--- src/rtl/uart_rx_fifo_ext.sv ---
// rtl/uart_rx_fifo_ext.sv - UART receiver with runtime framing, break detect and error-tagged FWFT FIFO
//
// Purpose: oversample tick generator, 2-flop rx synchroniser, 5..8-bit frame
// receiver (optional even/odd parity, 1 or 2 stop bits), break detection and a
// first-word-fall-through FIFO whose entries carry {break, parity, stop} flags,
// plus a sticky overrun flag and an idle-timeout flag.
//
// Ports:
//   i_clk, i_rst_n        clock, asynchronous active-low reset
//   i_rx                  asynchronous serial line
//   i_div                 oversample tick period = i_div+1 clocks
//   i_d_len               data bits 00=5 01=6 10=7 11=8
//   i_s_num               0: one stop bit, 1: two stop bits
//   i_par                 00/11 none, 01 even, 10 odd
//   i_rd, i_flush         pop head entry, empty the FIFO
//   i_clr_ovr             clear o_overrun
//   o_rd_data, o_rd_err   head entry (zero when empty)
//   o_empty, o_full       FIFO status
//   o_count               entries held
//   o_overrun             sticky: a frame was dropped on a full FIFO
//   o_timeout             data waiting and line idle TO_BITS bit periods
//   o_busy                receiver is in a frame or waiting out a break
module uart_rx_fifo_ext #(
  parameter int SAMPLING_RATE = 16,
  parameter int DEPTH         = 16,
  parameter int DIV_W         = 16,
  parameter int TO_BITS       = 40
) (
  input  logic                     i_clk,
  input  logic                     i_rst_n,
  input  logic                     i_rx,
  input  logic [DIV_W-1:0]         i_div,
  input  logic [1:0]               i_d_len,
  input  logic                     i_s_num,
  input  logic [1:0]               i_par,
  input  logic                     i_rd,
  input  logic                     i_flush,
  input  logic                     i_clr_ovr,
  output logic [7:0]               o_rd_data,
  output logic [2:0]               o_rd_err,
  output logic                     o_empty,
  output logic                     o_full,
  output logic [$clog2(DEPTH):0]   o_count,
  output logic                     o_overrun,
  output logic                     o_timeout,
  output logic                     o_busy
);

  localparam int AW     = $clog2(DEPTH);
  localparam int SC_W   = $clog2(SAMPLING_RATE);
  localparam int TO_LIM = TO_BITS * SAMPLING_RATE;
  localparam int TO_W   = $clog2(TO_LIM + 1);

  typedef enum logic [2:0] {S_IDLE, S_START, S_DATA, S_PAR, S_STOP, S_BRK} state_t;
  state_t state, state_nx;

  logic             rx_s1, rx_s2, rx_d;
  logic [DIV_W-1:0] div_cnt;
  logic             tick, start_edge, sample, at_pt, in_frame;
  logic [SC_W-1:0]  s_cnt;
  logic [1:0]       cfg_len, cfg_par;
  logic             cfg_snum;
  logic [7:0]       data_sr;
  logic [2:0]       bit_cnt;
  logic             stop_cnt, stop_zero, stop_one, par_bit;
  logic             par_en, par_odd, last_data, last_stop;
  logic             brk_now, par_err_now, stop_err_now;
  logic             frame_wr;
  logic [10:0]      frame_word;
  logic [10:0]      mem [DEPTH];
  logic [AW:0]      wr_ptr, rd_ptr;
  logic             do_rd, do_wr;
  logic [TO_W-1:0]  to_cnt;
  logic [10:0]      head;

  // rx_d holds the previous synced value so only a genuine 1->0 edge starts a frame
  always_ff @(posedge i_clk or negedge i_rst_n) begin
    if (!i_rst_n) begin
      rx_s1 <= 1'b1;
      rx_s2 <= 1'b1;
      rx_d  <= 1'b1;
    end else begin
      rx_s1 <= i_rx;
      rx_s2 <= rx_s1;
      rx_d  <= rx_s2;
    end
  end

  assign start_edge = (state == S_IDLE) && rx_d && !rx_s2;
  assign tick       = (div_cnt >= i_div);

  // Prescaler restarts on a start edge so every frame's ticks are phase-aligned to it
  always_ff @(posedge i_clk or negedge i_rst_n) begin
    if (!i_rst_n)                div_cnt <= '0;
    else if (start_edge || tick) div_cnt <= '0;
    else                         div_cnt <= div_cnt + 1'b1;
  end

  assign in_frame     = (state == S_START) || (state == S_DATA) || (state == S_PAR) || (state == S_STOP);
  assign at_pt        = (state == S_START) ? (s_cnt == SC_W'(SAMPLING_RATE/2 - 1))
                                           : (s_cnt == SC_W'(SAMPLING_RATE - 1));
  assign sample       = tick && at_pt && in_frame;
  assign par_en       = (cfg_par == 2'b01) || (cfg_par == 2'b10);
  assign par_odd      = (cfg_par == 2'b10);
  assign last_data    = (bit_cnt == (3'd4 + {1'b0, cfg_len}));
  assign last_stop    = (stop_cnt == cfg_snum);
  assign stop_err_now = stop_zero || !rx_s2;
  assign par_err_now  = par_en && ((^data_sr ^ par_bit) != par_odd);
  // Break: every sampled bit of the frame (data, parity, all stops) was low
  assign brk_now      = (data_sr == 8'd0) && (!par_en || !par_bit) && !stop_one && !rx_s2;

  always_ff @(posedge i_clk or negedge i_rst_n) begin
    if (!i_rst_n) state <= S_IDLE;
    else          state <= state_nx;
  end

  always_comb begin
    state_nx = state;
    case (state)
      S_IDLE:  if (start_edge) state_nx = S_START;
      S_START: if (sample) state_nx = rx_s2 ? S_IDLE : S_DATA;
      S_DATA:  if (sample && last_data) state_nx = par_en ? S_PAR : S_STOP;
      S_PAR:   if (sample) state_nx = S_STOP;
      S_STOP:  if (sample && last_stop) state_nx = brk_now ? S_BRK : S_IDLE;
      S_BRK:   if (rx_s2) state_nx = S_IDLE;
      default: state_nx = S_IDLE;
    endcase
  end

  always_ff @(posedge i_clk or negedge i_rst_n) begin
    if (!i_rst_n) begin
      s_cnt      <= '0;
      cfg_len    <= '0;
      cfg_par    <= '0;
      cfg_snum   <= 1'b0;
      data_sr    <= '0;
      bit_cnt    <= '0;
      stop_cnt   <= 1'b0;
      stop_zero  <= 1'b0;
      stop_one   <= 1'b0;
      par_bit    <= 1'b0;
      frame_wr   <= 1'b0;
      frame_word <= '0;
    end else begin
      frame_wr <= 1'b0;
      if (start_edge) begin
        s_cnt     <= '0;
        cfg_len   <= i_d_len;
        cfg_par   <= i_par;
        cfg_snum  <= i_s_num;
        data_sr   <= '0;
        bit_cnt   <= '0;
        stop_cnt  <= 1'b0;
        stop_zero <= 1'b0;
        stop_one  <= 1'b0;
        par_bit   <= 1'b0;
      end else if (tick && in_frame) begin
        s_cnt <= sample ? '0 : s_cnt + 1'b1;
        if (sample) begin
          case (state)
            S_DATA: begin
              data_sr[bit_cnt] <= rx_s2;
              bit_cnt          <= bit_cnt + 1'b1;
            end
            S_PAR: par_bit <= rx_s2;
            S_STOP: begin
              stop_cnt <= stop_cnt + 1'b1;
              if (rx_s2) stop_one  <= 1'b1;
              else       stop_zero <= 1'b1;
              if (last_stop) begin
                frame_wr   <= 1'b1;
                frame_word <= {brk_now, par_err_now, stop_err_now, data_sr};
              end
            end
            default: ;
          endcase
        end
      end
    end
  end

  // FIFO: flush outranks both ports; a read on the same cycle frees room for a write when full
  assign o_count = wr_ptr - rd_ptr;
  assign o_empty = (o_count == '0);
  assign o_full  = (o_count == (AW+1)'(DEPTH));
  assign do_rd   = i_rd && !o_empty && !i_flush;
  assign do_wr   = frame_wr && !i_flush && (!o_full || do_rd);

  always_ff @(posedge i_clk or negedge i_rst_n) begin
    if (!i_rst_n) begin
      wr_ptr <= '0;
      rd_ptr <= '0;
    end else if (i_flush) begin
      wr_ptr <= '0;
      rd_ptr <= '0;
    end else begin
      if (do_wr) wr_ptr <= wr_ptr + 1'b1;
      if (do_rd) rd_ptr <= rd_ptr + 1'b1;
    end
  end

  always_ff @(posedge i_clk) begin
    if (do_wr) mem[wr_ptr[AW-1:0]] <= frame_word;
  end

  assign head      = mem[rd_ptr[AW-1:0]];
  assign o_rd_data = o_empty ? 8'd0 : head[7:0];
  assign o_rd_err  = o_empty ? 3'd0 : head[10:8];

  always_ff @(posedge i_clk or negedge i_rst_n) begin
    if (!i_rst_n)                                    o_overrun <= 1'b0;
    else if (frame_wr && o_full && !do_rd && !i_flush) o_overrun <= 1'b1;
    else if (i_clr_ovr)                              o_overrun <= 1'b0;
  end

  // Idle timeout counts ticks only while waiting in IDLE with data held; saturates at the limit
  always_ff @(posedge i_clk or negedge i_rst_n) begin
    if (!i_rst_n)
      to_cnt <= '0;
    else if (i_rd || frame_wr || i_flush || start_edge || o_empty)
      to_cnt <= '0;
    else if ((state == S_IDLE) && tick && (to_cnt != TO_W'(TO_LIM)))
      to_cnt <= to_cnt + 1'b1;
  end

  assign o_timeout = !o_empty && (to_cnt == TO_W'(TO_LIM));
  assign o_busy    = (state != S_IDLE);

endmodule

--- config.mk ---
export PLATFORM = sky130hd
export DESIGN_NAME = uart_rx_fifo_ext
export DESIGN_NICKNAME = d
export VERILOG_FILES = /design/src/rtl/uart_rx_fifo_ext.sv
export SDC_FILE = /design/constraint.sdc
export NUM_CORES = 1
export LEC_CHECK = 0
export CAP_MARGIN = 15
export CORE_MARGIN = 2
export CORE_UTILIZATION = 45
export DETAILED_ROUTE_END_ITERATION = 6
export PLACE_DENSITY = 0.6
export SYNTH_ARGS = -nofsm -noshare
export SYNTH_HDL_FRONTEND = slang
export SYNTH_SLANG_ARGS = --single-unit
--- constraint.sdc ---
create_clock -name i_clk -period 5 [get_ports i_clk]
set_input_delay 1 -clock i_clk [delete_from_list [all_inputs] [get_ports i_clk]]
set_output_delay 1 -clock i_clk [all_outputs]
set_load 0.01 [all_outputs]
==> results.sh, run 1 <==
export IMPL_arrival_ns=3.59
export IMPL_critPathRequiredTime_ns=4.00
export IMPL_insertion_delay_ns=0.54
export IMPL_worstHoldPathCells=0
export IMPL_yosys_top_cells_area="edfxtp_1 46%, dfrtp_1 16%, mux4_2 11%"
export IMPL_chipWidth_microns=164
export IMPL_cp_cell_sequence="ha_1 > fa_1 > xnor2_1 > a211oi_1 > nor2_1 > nor2_1 > buf_4 > nor2_1 > clkdlybuf4s50_1"
export IMPL_holdPathEnd="rx_s2$_DFF_PN1_"
export IMPL_synth_top_area_share_pct=45.8
export IMPL_synth_area_sq_um=11500
export IMPL_setup_viol=0
export IMPL_p_leak_nw=4.92
export IMPL_final_area_sq_um=13300
export IMPL_start_util_pct=45.9
export IMPL_fin_crit_sh_pct=91.7
export IMPL_synth_largest_area_cell="edfxtp_1"
export IMPL_relSlewSlack_pct=27.7
export IMPL_clkSinkCount=255
export IMPL_ant_nets=0
export IMPL_post_cts_resized=0
export IMPL_synth_edf_count=176
export IMPL_io_buffer_count=47
export IMPL_fin_util_pct=52.8
export IMPL_r2r_end="mem[0][5]$_DFFE_PP_"
export IMPL_drv_cap=0
export IMPL_grt_pass1_vias=6899
export IMPL_pre_cts_slack_ns=1.01
export IMPL_grt_start_max_net_pins=80
export IMPL_die_height_microns=164
export IMPL_dieArea_sq_um=27000
export IMPL_fmax_mhz=218
export IMPL_dr_pass1_iters=5
export IMPL_crit_slowest_cell="clkdlybuf4s50_1"
export IMPL_final_cell_mix="176 x edfxtp_1, 74 x dfrtp_1, 65 x nand2_1, 55 x mux4_2, 49 x nor2_1"
export IMPL_ys_ff_latch=255
export IMPL_antenna_found_initial=0
export IMPL_max_stage_delay_ns=0.56
export IMPL_clock_skew_ns=0.0227
export IMPL_grt_pass1_wl_mm=37.7
export IMPL_path_buf_inv=2
export IMPL_fin_nets=911
export IMPL_path_common_cell="nor2_1"
export IMPL_reg2reg_slack_ns=1.31
export IMPL_core_area_sq_um=25200
export IMPL_multi_input_area_sq_um=3970
export IMPL_min_from="rx_s1$_DFF_PN1_"
export IMPL_hpwl_mm=15.3
export IMPL_synth_warnings=0
export IMPL_critPathLaunchType="flop"
export IMPL_status="complete, no violations"
export IMPL_area_delta_synth_final_pct=15.1
export IMPL_drt_wl_total_mm=23.5
export IMPL_h_tree_depth=1
export IMPL_drive_above_1_share_pct=15.3
export IMPL_grt_ovfl_total=0
export IMPL_cts_setup_buffers=0
export IMPL_p_per_area_nw_per_um2=418
export IMPL_synthCells=796
export IMPL_ir_worst_vdd_mv=0.367
export IMPL_cp_max_fo=15
export IMPL_syn_nets=859
export IMPL_drc_errors=0
export IMPL_vias=6657
export IMPL_final_common_cell="edfxtp_1"
export IMPL_cts_tree="built"
export IMPL_synth_flop_cell="edfxtp_1"
export IMPL_period_minus_slack_ns=4.59
export IMPL_pin_count=48
export IMPL_hp_class="flop to flop"
export IMPL_clkTransAtPathRegs_ns=0.06
export IMPL_worst_slack_ns=0.413
export IMPL_wl_per_cell_microns=19.6
export IMPL_cts_root_buf="clkbuf_16"
export IMPL_maxSlewViolCount=0
export IMPL_finalPower_mw=5.56
export IMPL_synth_seq_area_share_pct=62.9
export IMPL_cts_buffer_depth=3
export IMPL_synthArstFlopShare_pct=31.0
export IMPL_placed_area_sq_um=12400
export IMPL_reg2reg_depth=9
export IMPL_worst_setup_path_end_kind="output port"
export IMPL_cpLargestDelayFamily="buffers and inverters"
export IMPL_rr_startpoint="rd_ptr[0]$_DFFE_PN0P_"
export IMPL_crit_type="flop to output port"
export IMPL_rows=58
export IMPL_drt_iter0_markers=529
export IMPL_via_per_inst=5.55
export IMPL_gp_congestion=0.870
export IMPL_hold_violations=0
export IMPL_cts_buffers_inserted=27
export IMPL_avgSynthCellArea_sq_um=14.5
export IMPL_seq_area_sq_um=7270
export IMPL_worst_pin_slew_ns=1.08
export IMPL_cts_hold_fix_buffers=0
export IMPL_nFillCells=2009
export IMPL_rsz0062_at_grt="no"
export IMPL_diodes=0
export IMPL_groute_usage_overall_pct=18.0
export IMPL_synth_cell_type_count=58
export IMPL_tns_ns=0
[sequential cells by signal (all words and copies together), names as in the netlist, 3 cells and up]
register / cells
frame_word: 11
wr_ptr: 5
bit_cnt: 3
rd_ptr: 5
data_sr: 8
mem: 176
state: 3
to_cnt: 10
div_cnt: 16
s_cnt: 4
[cells by family (layout without fill, tap and decap cells)]
family                   after synthesis  after routing  share of synthesized area (%)
flip-flops                           255            255                           62.9
buffers and inverters                 79            152                           2.70
AND/OR/NAND/NOR                      243            243                           10.5
XOR/XNOR                              31             31                           2.35
AO/OA/AOI/OAI                         70             70                           4.05
multiplexers                          82             82                           13.5
adder cells (fa/ha/maj)               36             36                           3.97
[cell usage after synthesis, drive strengths merged (6+ instances only)]
master	count
xor2	17
nor4	10
or3	12
dfrtp	76
mux4	55
a21oi	16
nand2b	6
a21boi	9
nor2	49
buf	9
nand3	22
xnor2	14
edfxtp	176
nor2b	15
nand2	65
mux2i	16
nand4	14
ha	35
nor3	15
mux2	11
and3	13
clkbuf	27
o21ai	19
inv	43
[final cells by class]
type	count	area share, %
repair buffers	59	4.29
multi-input cells	462	29.9
flip-flops and latches	255	54.7
clock buffers	38	5.62
well taps	330	3.11
clock inverters	12	1.22
inverters	43	1.21
[stage by stage]
step                      hold WS (ns)  instances
after global routing             0.363       1199
final                            0.358       1199
after floorplan                  0.345        796
after CTS                        0.358       1199
after detailed placement         0.350       1149
after global placement           0.347       1149
[how the worst max path moves through the flow]
stage                     slack [ns]        end                   from  cells past startpoint
after global placement          1.14    o_empty  rd_ptr[0]$_DFFE_PN0P_                      8
after global routing            0.18  o_timeout  rd_ptr[3]$_DFFE_PN0P_                      9
final                           0.41  o_timeout  rd_ptr[0]$_DFFE_PN0P_                      9
after floorplan                 1.08  o_timeout  rd_ptr[2]$_DFFE_PN0P_                     10
after CTS                       0.41  o_timeout  rd_ptr[0]$_DFFE_PN0P_                      9
after detailed placement        1.01  o_timeout  rd_ptr[0]$_DFFE_PN0P_                      9
[routing by layer]
layer,vias to the layer above,part of all wire (%),routed length (microns),track usage (%)
li1,3091,-,-,-
met1,3379,44,10300,24.0
met2,145,50,11800,31.0
met3,42,3.4,790,2.07
met4,0,2.7,629,5.62
met5,-,0,0,0
[worst reg2reg max path: cells and delay by family, from the launching register on]
kind | cells | cell delay [ns]
simple gates | 3 | 1.41
buf+inv | 1 | 0.18
compound gates | 2 | 0.23
xor+xnor | 1 | 0.28
flops | 1 | 0.55
fa+ha+maj | 2 | 0.67
[power by group]
group / total [mW] / switching (mW) / internal (mW) / leakage, nW
registers: 2.41 / 0.100 / 2.31 / 2.69
clock network: 2.02 / 0.817 / 1.21 / 0.440
logic: 1.12 / 0.564 / 0.558 / 1.79
total: 5.56 / 1.48 / 4.08 / 4.92
Power figures use the tool's default switching activity.
==> run 2, diff against run 1 <==
--- a/config.mk
+++ b/config.mk
@@ -9,7 +9,9 @@
 export CORE_MARGIN = 2
 export CORE_UTILIZATION = 45
 export DETAILED_ROUTE_END_ITERATION = 6
-export PLACE_DENSITY = 0.6
+export DONT_BUFFER_PORTS = 1
+export HOLD_SLACK_MARGIN = 0.15
+export PLACE_DENSITY = 0.58
 export SYNTH_ARGS = -nofsm -noshare
 export SYNTH_HDL_FRONTEND = slang
 export SYNTH_SLANG_ARGS = --single-unit
==> results.sh, run 2 (synthesis gave the netlist of run 1 again) <==
export IMPL_status="complete, no violations"
export IMPL_cpLargestDelayFamily="adder cells"
export IMPL_p_leak_nw=4.73
export IMPL_crit_type="flop to output port"
export IMPL_drc_errors=0
export IMPL_fin_crit_sh_pct=86.9
export IMPL_final_common_cell="edfxtp_1"
export IMPL_hpwl_mm=15.1
export IMPL_period_minus_slack_ns=4.35
export IMPL_nFillCells=2053
export IMPL_max_stage_delay_ns=0.56
export IMPL_chipWidth_microns=164
export IMPL_via_per_inst=5.57
export IMPL_setup_viol=0
export IMPL_final_cell_mix="176 x edfxtp_1, 74 x dfrtp_1, 65 x nand2_1, 55 x mux4_2, 49 x nor2_1"
export IMPL_fin_util_pct=51.0
export IMPL_critPathRequiredTime_ns=4.00
export IMPL_pin_count=48
export IMPL_cts_buffers_inserted=28
export IMPL_relSlewSlack_pct=31.9
export IMPL_dr_pass1_iters=6
export IMPL_path_common_cell="inv_1"
export IMPL_tns_ns=0
export IMPL_wl_per_cell_microns=19.6
export IMPL_diodes=0
export IMPL_grt_start_max_net_pins=77
export IMPL_grt_pass1_wl_mm=37.0
export IMPL_critPathLaunchType="flop"
export IMPL_crit_slowest_cell="xor2_1"
export IMPL_clock_skew_ns=0.0202
export IMPL_h_tree_depth=1
export IMPL_path_buf_inv=3
export IMPL_die_height_microns=164
export IMPL_drt_wl_total_mm=22.6
export IMPL_grt_pass1_vias=6784
export IMPL_rows=58
export IMPL_post_cts_resized=0
export IMPL_area_delta_synth_final_pct=11.2
export IMPL_cts_buffer_depth=3
export IMPL_worst_setup_path_end_kind="output port"
export IMPL_drv_cap=0
export IMPL_start_util_pct=45.9
export IMPL_cp_max_fo=15
export IMPL_largest_reg_flops=176
export IMPL_grt_ovfl_total=0
export IMPL_gp_congestion=0.906
export IMPL_ant_nets=0
export IMPL_antenna_found_initial=0
export IMPL_worst_hold_slack_ns=0.306
export IMPL_cts_tree="built"
export IMPL_hold_violations=0
export IMPL_clkSinkCount=255
export IMPL_reg2reg_slack_ns=1.40
export IMPL_arrival_ns=3.35
export IMPL_insertion_delay_ns=0.55
export IMPL_io_buffer_count=0
export IMPL_rsz0062_at_grt="no"
export IMPL_drt_iter0_markers=438
export IMPL_cts_root_buf="clkbuf_16"
export IMPL_ir_worst_vdd_mv=0.260
export IMPL_dieArea_sq_um=27000
export IMPL_cp_cell_sequence="inv_1 > ha_1 > fa_1 > nand2b_1 > a21oi_1 > xor2_1 > inv_1 > nor2_1 > buf_4 > nor2b_1"
export IMPL_core_area_sq_um=25200
export IMPL_drive_above_1_share_pct=16.3
export IMPL_worst_pin_slew_ns=1.02
export IMPL_hp_class="primary input to async pin"
export IMPL_vias=6426
export IMPL_maxSlewViolCount=0
export IMPL_p_per_area_nw_per_um2=413
export IMPL_cts_setup_buffers=0
export IMPL_cts_hold_fix_buffers=1
export IMPL_groute_usage_overall_pct=17.6
export IMPL_clkTransAtPathRegs_ns=0.06
export IMPL_fmax_mhz=230
export IMPL_fin_nets=865
==> run 2: cell count changes in the layout (fill, tap and decap cells not counted), moves of 2 or more <==
cell	before	now
clkinv_1	0	5
clkbuf_8	3	0
inv_6	0	2
clkbuf_1	8	3
clkdlybuf4s50_1	46	0
clkinvlp_4	2	4
==> run 2: worst paths after layout <==
kind	from	cells past startpoint	end
worst max-delay path	wr_ptr[0]$_DFFE_PN0P_	10	o_rd_data[6]
worst max register to register	wr_ptr[0]$_DFFE_PN0P_	9	mem[15][9]$_DFFE_PP_
min in group i_clk	rx_s1$_DFF_PN1_	0	rx_s2$_DFF_PN1_
max in group asynchronous	i_rst_n	1	to_cnt[1]$_DFFE_PN0P_
worst min register to register	rx_s1$_DFF_PN1_	0	rx_s2$_DFF_PN1_
worst min-delay path	i_rst_n	0	rx_s1$_DFF_PN1_
==> run 2: final cells by class <==
type	instances	area [sq um]	area share (%)
well taps	330	413	3.22
inverters	43	161	1.26
multi-input cells	462	3970	30.9
clock inverters	21	206	1.61
flip-flops and latches	255	7270	56.6
repair buffers	12	110	0.857
clock buffers	31	712	5.54
==> run 2: report_power, final <==
group / internal (mW) / switching [mW]
clock network: 1.19 / 0.833
registers: 2.31 / 0.0810
logic: 0.340 / 0.544
==> run 2: worst reg2reg max path: stages, from the launching register on <==
cell      delay (ns)
dfrtp_1         0.39
inv_1           0.12
ha_1            0.24
fa_1            0.40
nand2b_1        0.17
a21oi_1         0.18
xor2_1          0.56
o31ai_1         0.16
buf_4           0.20
nor2_1          0.79
==> run 2: metal layers <==
layer / global-route usage (%) / share of wire, %
met4: 5.42 / 2.5
met1: 24.0 / 45
met3: 2.70 / 3.8
met5: 0 / 0
met2: 29.0 / 49
==> run 2: stage by stage <==
stage,setup slack (ns),area (sq um),std cells,total power [mW]
after floorplan,1.08,11500,796,3.12
after global placement,1.34,11900,1101,3.30
after detailed placement,1.20,11900,1101,3.33
after CTS,0.610,12800,1154,5.38
after global routing,0.429,12800,1154,5.56
final,0.654,12800,1154,5.30
==> run 3, diff against run 2 <==
--- a/config.mk
+++ b/config.mk
@@ -10,8 +10,10 @@
 export CORE_UTILIZATION = 45
 export DETAILED_ROUTE_END_ITERATION = 6
 export DONT_BUFFER_PORTS = 1
+export GPL_TIMING_DRIVEN = 0
 export HOLD_SLACK_MARGIN = 0.15
 export PLACE_DENSITY = 0.58
+export SETUP_SLACK_MARGIN = 0.2
 export SYNTH_ARGS = -nofsm -noshare
 export SYNTH_HDL_FRONTEND = slang
 export SYNTH_SLANG_ARGS = --single-unit
==> results.sh, run 3 (synthesis gave the netlist of run 1 again) <==
export IMPL_insertion_delay_ns=0.53
export IMPL_cts_buffer_depth=3
export IMPL_critPathLaunchType="flop"
export IMPL_internal_power_mw=3.82
export IMPL_area_delta_synth_final_pct=12.3
export IMPL_ant_nets=0
export IMPL_io_buffer_count=0
export IMPL_cts_tree="built"
export IMPL_p_leak_nw=4.79
export IMPL_pwr_share_clk_pct=36.6
export IMPL_worst_setup_path_end_kind="output port"
export IMPL_hp_class="primary input to async pin"
export IMPL_grt_pass1_vias=6930
export IMPL_switching_share_pct=27.6
export IMPL_multi_input_area_sq_um=4000
export IMPL_cts_root_buf="clkbuf_16"
export IMPL_drt_iter0_markers=410
export IMPL_fmax_mhz=220
export IMPL_via_per_inst=5.67
export IMPL_hpwl_mm=17.2
export IMPL_status="complete, no violations"
export IMPL_fin_util_pct=51.5
export IMPL_critPathRequiredTime_ns=4.00
export IMPL_dieArea_sq_um=27000
export IMPL_finalPower_mw=5.28
export IMPL_r2r_end="mem[0][9]$_DFFE_PP_"
export IMPL_seq_power_share_pct=45.3
export IMPL_setup_viol=0
export IMPL_rows=58
export IMPL_crit_slowest_cell="nor4b_1"
export IMPL_gp_congestion=0.891
export IMPL_period_minus_slack_ns=4.54
export IMPL_relSlewSlack_pct=24.3
export IMPL_clkTransAtPathRegs_ns=0.06
export IMPL_reg2reg_depth=10
export IMPL_seq_area_sq_um=7270
export IMPL_ir_worst_vdd_mv=0.258
export IMPL_cp_max_fo=10
export IMPL_grt_ovfl_total=0
export IMPL_tns_ns=0
export IMPL_h_tree_depth=1
export IMPL_cts_buffers_inserted=27
export IMPL_worst_pin_slew_ns=1.13
export IMPL_drive_above_1_share_pct=16.5
export IMPL_drt_wl_total_mm=24.5
export IMPL_rr_startpoint="rd_ptr[2]$_DFFE_PN0P_"
export IMPL_crit_type="flop to output port"
export IMPL_final_cell_mix="176 x edfxtp_1, 76 x dfrtp_1, 65 x nand2_1, 55 x mux4_2, 47 x nor2_1"
export IMPL_grt_start_max_net_pins=56
export IMPL_largest_reg_flops=176
export IMPL_pin_count=48
export IMPL_pwr_share_comb_pct=18.1
export IMPL_p_per_area_nw_per_um2=407
export IMPL_fin_crit_sh_pct=90.9
export IMPL_start_util_pct=45.9
export IMPL_nFillCells=2124
export IMPL_maxSlewViolCount=0
export IMPL_max_stage_delay_ns=0.46
export IMPL_core_area_sq_um=25200
export IMPL_dr_pass1_iters=5
export IMPL_arrival_ns=3.54
export IMPL_hold_violations=0
export IMPL_groute_usage_overall_pct=18.9
export IMPL_clkSinkCount=255
export IMPL_grt_pass1_wl_mm=39.2
export IMPL_switching_power_mw=1.46
export IMPL_diodes=0
export IMPL_drv_cap=0
export IMPL_final_common_cell="edfxtp_1"
export IMPL_chipWidth_microns=164
export IMPL_wl_per_cell_microns=20.6
export IMPL_die_height_microns=164
export IMPL_fin_nets=897
export IMPL_reg2reg_slack_ns=1.12
export IMPL_antenna_found_initial=0
export IMPL_clock_skew_ns=0.0308
export IMPL_cp_cell_sequence="clkbuf_2 > clkbuf_2 > inv_1 > ha_1 > a21o_1 > nor4b_1 > nor2_2 > nor2_2 > clkbuf_4 > nor2_1"
export IMPL_rsz0062_at_grt="no"
export IMPL_drc_errors=0
export IMPL_vias=6716
run 3: power by group through the flow:
stage / sequential, mW / clock, mW / combinational, mW
6_report: 2.39 / 1.93 / 0.957
5_1_grt: 2.41 / 2.07 / 1.07
4_1_cts: 2.39 / 1.98 / 0.959
3_5_place_dp: 2.43 / 0 / 0.939
3_3_place_gp: 2.43 / 0 / 0.904
2_1_floorplan: 2.41 / 0 / 0.711
run 3: metal layers:
metal | share of wire (%) | vias up | global-route usage, %
li1 | - | 3074 | -
met1 | 43 | 3467 | 25.6
met2 | 51 | 147 | 32.8
met3 | 4.4 | 28 | 2.65
met4 | 1.2 | 0 | 3.71
met5 | 0 | - | 0
run 3: cell type report:
type	instances	share of cell area, %
Inverter	43	1.24
Tap cell	330	3.18
Multi-Input combinational cell	462	30.9
Timing Repair Buffer	9	0.791
Buffer	36	1.24
Sequential cell	255	56.0
Clock inverter	9	0.801
Clock buffer	41	5.85
run 3: worst max-delay path, delay by kind of cell, from the launching register on:
kind	cells	cell delay, ns
adder cells (fa/ha/maj)	1	0.21
flip-flops	1	0.45
AO/OA/AOI/OAI	1	0.18
buffers and inverters	4	1.09
AND/OR/NAND/NOR	4	1.07
run 3: worst max-delay path by stage:
stage	start	to	slack, ns	cells after the start
after floorplan	rd_ptr[2]$_DFFE_PN0P_	o_timeout	1.08	10
after global placement	rd_ptr[2]$_DFFE_PN0P_	o_timeout	-0.17	10
after detailed placement	rd_ptr[2]$_DFFE_PN0P_	o_timeout	-0.32	10
after CTS	rd_ptr[2]$_DFFE_PN0P_	o_rd_data[6]	0.23	9
after global routing	rd_ptr[1]$_DFFE_PN0P_	o_timeout	0.23	10
final	rd_ptr[1]$_DFFE_PN0P_	o_timeout	0.46	10
run 3: through the flow:
step	instances	instance area (sq um)	setup slack [ns]	hold WS [ns]
2_1_floorplan	796	11500	1.08	0.345
3_3_place_gp	1126	12000	-0.173	0.349
3_5_place_dp	1130	12000	-0.321	0.349
4_1_cts	1181	12900	0.226	0.158
5_1_grt	1185	13000	0.233	0.154
6_report	1185	13000	0.457	0.181
run 3: timing repair:
item / in CTS / in global routing
resized for setup: 11 / 3
buffers inserted: 0 / 2
hold buffers: 1 / 0
endpoints found under the hold margin: 55 / 0
endpoints found under the setup margin: 13 / 9
==> edit 1: new RTL, flow settings as in run 3 <==
Change the parameter `SAMPLING_RATE` from 16 to 8.
--- a/src/rtl/uart_rx_fifo_ext.sv
+++ b/src/rtl/uart_rx_fifo_ext.sv
@@ -22,5 +22,5 @@
 //   o_busy                receiver is in a frame or waiting out a break
 module uart_rx_fifo_ext #(
-  parameter int SAMPLING_RATE = 16,
+  parameter int SAMPLING_RATE = 8,
   parameter int DEPTH         = 16,
   parameter int DIV_W         = 16,
Formal check against the unedited RTL: not equivalent (a bounded check fails within 10 cycles, from zero or initial values and one cycle with i_rst_n low).
==> edit 1 against run 3 <==
Clock power decreased by 4%; routed wire length is 0.87% higher; global-route usage grew 0.20 points; cell count down 0.93%; cell area increased by 0.60%; worst setup slack got worse by 0.0066 ns; synthesized area down 0.35%; first-iteration DRC count grew 28%; clock skew decreased by 0.0078 ns; sequential cell count fell by 2; critical endpoint is now o_rd_data[3]; total power rose by 9.9%; sequential power grew 3%; largest power group unchanged; die area decreased by 0.34%.
==> edit 1: results (changes against run 3) <==
* Status: completed (unchanged)
* Sequential cell area at 0.00722 sq mm (was 0.00727 sq mm)
* Worst reg-to-reg setup slack at 0.63 ns (was 1.12 ns)
* Final Wtd Congestion at 0.836 (was 0.891)
* #MultiIn Comb at 444 (was 462)
* Diode count at 0 (unchanged)
* R2R Path Start: rd_ptr[1] (was rd_ptr[2])
* Nets at 888 (was 897)
* Synth cell types at 54 (was 58)
* Grt met2 use at 33.0% (was 32.8%)
* DP Cell Count at 1123 (was 1130)
* Non-CTS inverters at 45 (was 43)
* Pre-CTS setup slack at -0.112 ns (was -0.321 ns)
* DRT iter0 DRCs at 526 (was 410)
* First-pass GRT wire length at 39.4 mm (was 39.2 mm)
* Clock-cell share at 6.33% (was 6.65%)
* Initial antenna violation count at 0 (unchanged)
* Design Power at 5.81 mW (was 5.28 mW)
* Final non-filler cell total at 1174 (was 1185)
* Clock power share at 31.8% (was 36.6%)
* Maximum ir drop on the vdd rail at 0.340 mV (was 0.258 mV)
* Total number of vias at 6613 (was 6716)
* Multi-input gate share of total cell area at 31.1% (was 30.9%)
* Sw frac at 30.2% (was 27.6%)
* Syn_area_per_cell at 14.8 sq um (was 14.5 sq um)
* Slowest stage delay, CP at 0.70 ns (was 0.46 ns)
* Sequential share of cell area at 55.3% (was 56.0%)
* Post-synthesis sequential area ratio at 62.7% (was 62.9%)
* M1 GR Usage at 25.9% (was 25.6%)
* # clock sinks at 253 (was 255)
* Largest net degree at the start of global routing at 59 (was 56)
* Pre-antenna DRT Iters at 7 (was 5)
* Synth async-reset ratio at 30.4% (was 31.0%)
* Critical Path AT at 3.55 ns (was 3.54 ns)
* Bufs w/o clock at 54 (was 45)
* Layout cells sized above 1 at 19.0% (was 16.5%)
* Slew HR at 32.0% (was 24.3%)
* Syn_nets at 841 (was 859)
* Fillers at 2149 (was 2124)
* Post-Route M1 WL at 10.7 mm (was 10.6 mm)
* Leak at 4.67 nW (was 4.79 nW)
* Placed cell areas at 0.0121 sq mm (was 0.0120 sq mm)
* Period utilization at 91.0% (was 90.9%)
* CP max-delay cell: clkdlybuf4s15_1 (was nor4b_1)
* Clock buffer count at 40 (was 41)
* Reg2reg path depth at 13 (was 10)
* Post-synth top cells: 176 x edfxtp_1, 74 x dfrtp_1, 55 x mux4_2 (was 176 x edfxtp_1, 76 x dfrtp_1, 65 x nand2_1)
* Skew final at 0.0230 ns (was 0.0308 ns)
* Synth top area cells: edfxtp_1 46%, dfrtp_1 16%, mux4_2 11%, ha_1 3.8%, mux2i_1 1.7% (was edfxtp_1 46%, dfrtp_1 16%, mux4_2 11%, ha_1 3.8%, nand2_1 2.1%)
* Sequential Power Share at 42.4% (was 45.3%)
* Fin Hold WS at 0.311 ns (was 0.181 ns)
* Area share of buffers outside the clock network at 2.79% (was 2.04%)
* Worst r2r dst: mem[0][2] (was mem[0][9])
edit 1: worst max path at each step:
| stage | from | endpoint | depth (start not counted) |
|---|---|---|---|
| after floorplan | rd_ptr[2] | mem[7][0] | 10 |
| after global placement | rd_ptr[1] | mem[7][3] | 11 |
| after detailed placement | rd_ptr[2] | mem[0][9] | 12 |
| after CTS | rd_ptr[3] | o_rd_data[2] | 9 |
| after global routing | rd_ptr[1] | o_rd_err[0] | 10 |
| final | rd_ptr[0] | o_rd_data[3] | 5 |
edit 1: cell families after synthesis:
logic type,share of synthesized area (%)
AND/OR/NAND/NOR,11.0
XOR/XNOR,2.13
adder cells (fa/ha/maj),3.98
multiplexers,14.0
buffers and inverters,2.83
AO/OA/AOI/OAI,3.43
flip-flops,62.7
edit 1: what timing repair did:
item                       4_1_cts  5_1_grt
hold buffers                     2        0
pin swaps                        0        0
resized for setup               13        9
hold endpoints to repair        58        0
setup endpoints to repair      103       43
==> edit 2: new RTL, settings of run 3 <==
Without the edit above. Encoding of `state_t`: now Gray code (3 bits for 6 states).
--- a/src/rtl/uart_rx_fifo_ext.sv
+++ b/src/rtl/uart_rx_fifo_ext.sv
@@ -52,5 +52,5 @@
   localparam int TO_W   = $clog2(TO_LIM + 1);
 
-  typedef enum logic [2:0] {S_IDLE, S_START, S_DATA, S_PAR, S_STOP, S_BRK} state_t;
+  typedef enum logic [2:0] {S_IDLE = 3'b000, S_START = 3'b001, S_DATA = 3'b011, S_PAR = 3'b010, S_STOP = 3'b110, S_BRK = 3'b111} state_t;
   state_t state, state_nx;
 
Formal check against the unedited RTL: same outputs for any inputs over 10 cycles, from zero or initial values and one cycle with i_rst_n low; not proved beyond that.
==> edit 2 against run 3 <==
Worst setup slack worse by 0.017 ns; register-to-register slack worse by 0.09 ns; synthesized area is 0.31% lower; worst hold slack better by 0.11 ns; routed wire length is 2.5% higher; total power is 3.0% lower; cell count is 0.59% lower; clock skew is 0.019 ns lower; sequential cell count stayed put; cell area is 0.91% higher; critical path type unchanged.
==> edit 2: results (changes against run 3) <==
* Grt met2 use at 34.1% (was 32.8%)
* Cells after Synth at 779 (was 796)
* Placed cell areas at 0.0121 sq mm (was 0.0120 sq mm)
* Clock-cell share at 6.54% (was 6.65%)
* Worst r2r dst: mem[1][6] (was mem[0][9])
* Largest net degree at the start of global routing at 35 (was 56)
* Bufs w/o clock at 56 (was 45)
* Synth Area in Compound Gates at 3.96% (was 4.05%)
* Leak at 4.47 nW (was 4.79 nW)
* Fin Hold WS at 0.289 ns (was 0.181 ns)
* Worst Max-Slew Pin Slew at 1.11 ns (was 1.13 ns)
* Period utilization at 91.2% (was 90.9%)
* R2R Path Start: rd_ptr[1] (was rd_ptr[2])
* DP Cell Count at 1126 (was 1130)
* Final Wtd Congestion at 0.870 (was 0.891)
* Mux contribution to synthesized area at 13.3% (was 13.5%)
* XOR/XNOR Fraction of Synth Area at 2.74% (was 2.35%)
* Overall Global Routing Usage at 19.7% (was 18.9%)
* Final non-filler cell total at 1178 (was 1185)
* Post-synth top cells: 176 x edfxtp_1, 76 x dfrtp_1, 56 x nand2_1 (was 176 x edfxtp_1, 76 x dfrtp_1, 65 x nand2_1)
* Critical Path AT at 3.56 ns (was 3.54 ns)
* DR vias/cell at 5.63 (was 5.67)
* DR WL met3 at 882 microns (was 1.07 mm)
* Pwr per Cell Area at 391 mW/mm^2 (was 407 mW/mm^2)
* Non-CTS inverters at 48 (was 43)
* Nets at 893 (was 897)
* Multi-input gate area at 0.00399 sq mm (was 0.00400 sq mm)
* Worst Setup SP: rd_ptr[2] (was rd_ptr[1])
* DRT iter0 DRCs at 458 (was 410)
* GR Util met3 at 2.68% (was 2.65%)
* Synth top area cells: edfxtp_1 46%, dfrtp_1 17%, mux4_2 11%, ha_1 3.8%, xnor2_1 2.0% (was edfxtp_1 46%, dfrtp_1 16%, mux4_2 11%, ha_1 3.8%, nand2_1 2.1%)
* #MultiIn Comb at 442 (was 462)
* Post-DP HPWL at 17.3 mm (was 17.2 mm)
* Status: completed (unchanged)
* Detailed-routed wire length on met2 at 12.8 mm (was 12.5 mm)
* Reg2reg path depth at 13 (was 10)
* Layout cells sized above 1 at 19.1% (was 16.5%)
-- edit 2: changes by cell type after synthesis, moves of 6 or more --
cell      before  now
a21oi_1       16   25
xor2_1        17   10
mux2_2         2   12
xnor2_1       14   26
nor3_1        15    7
nand2_1       65   56
mux2_4         9    1
a21boi_0       8    1
nand4b_1       3    9
-- edit 2: critical path: stages, from the launching register on --
cell      delay (ns)
dfrtp_1         0.50
buf_4           0.30
inv_1           0.09
ha_1            0.32
xnor2_1         0.19
or3_1           0.37
a211o_1         0.36
a22oi_2         0.22
clkbuf_4        0.27
buf_4           0.26
nor2_1          0.14
-- edit 2: timing repair --
item	in CTS	in global routing
pin swaps	0	1
endpoints found under the hold margin	31	21
hold buffers	2	2
setup endpoints to repair	13	10
gates resized for setup	9	4
cloned	0	0
buffers inserted	0	1
-- edit 2: where the power goes --
| part | leakage [nW] | internal [mW] | switching, mW |
|---|---|---|---|
| clock network | 0.413 | 1.15 | 0.779 |
| registers | 2.24 | 2.27 | 0.0462 |
| logic | 1.82 | 0.332 | 0.539 |
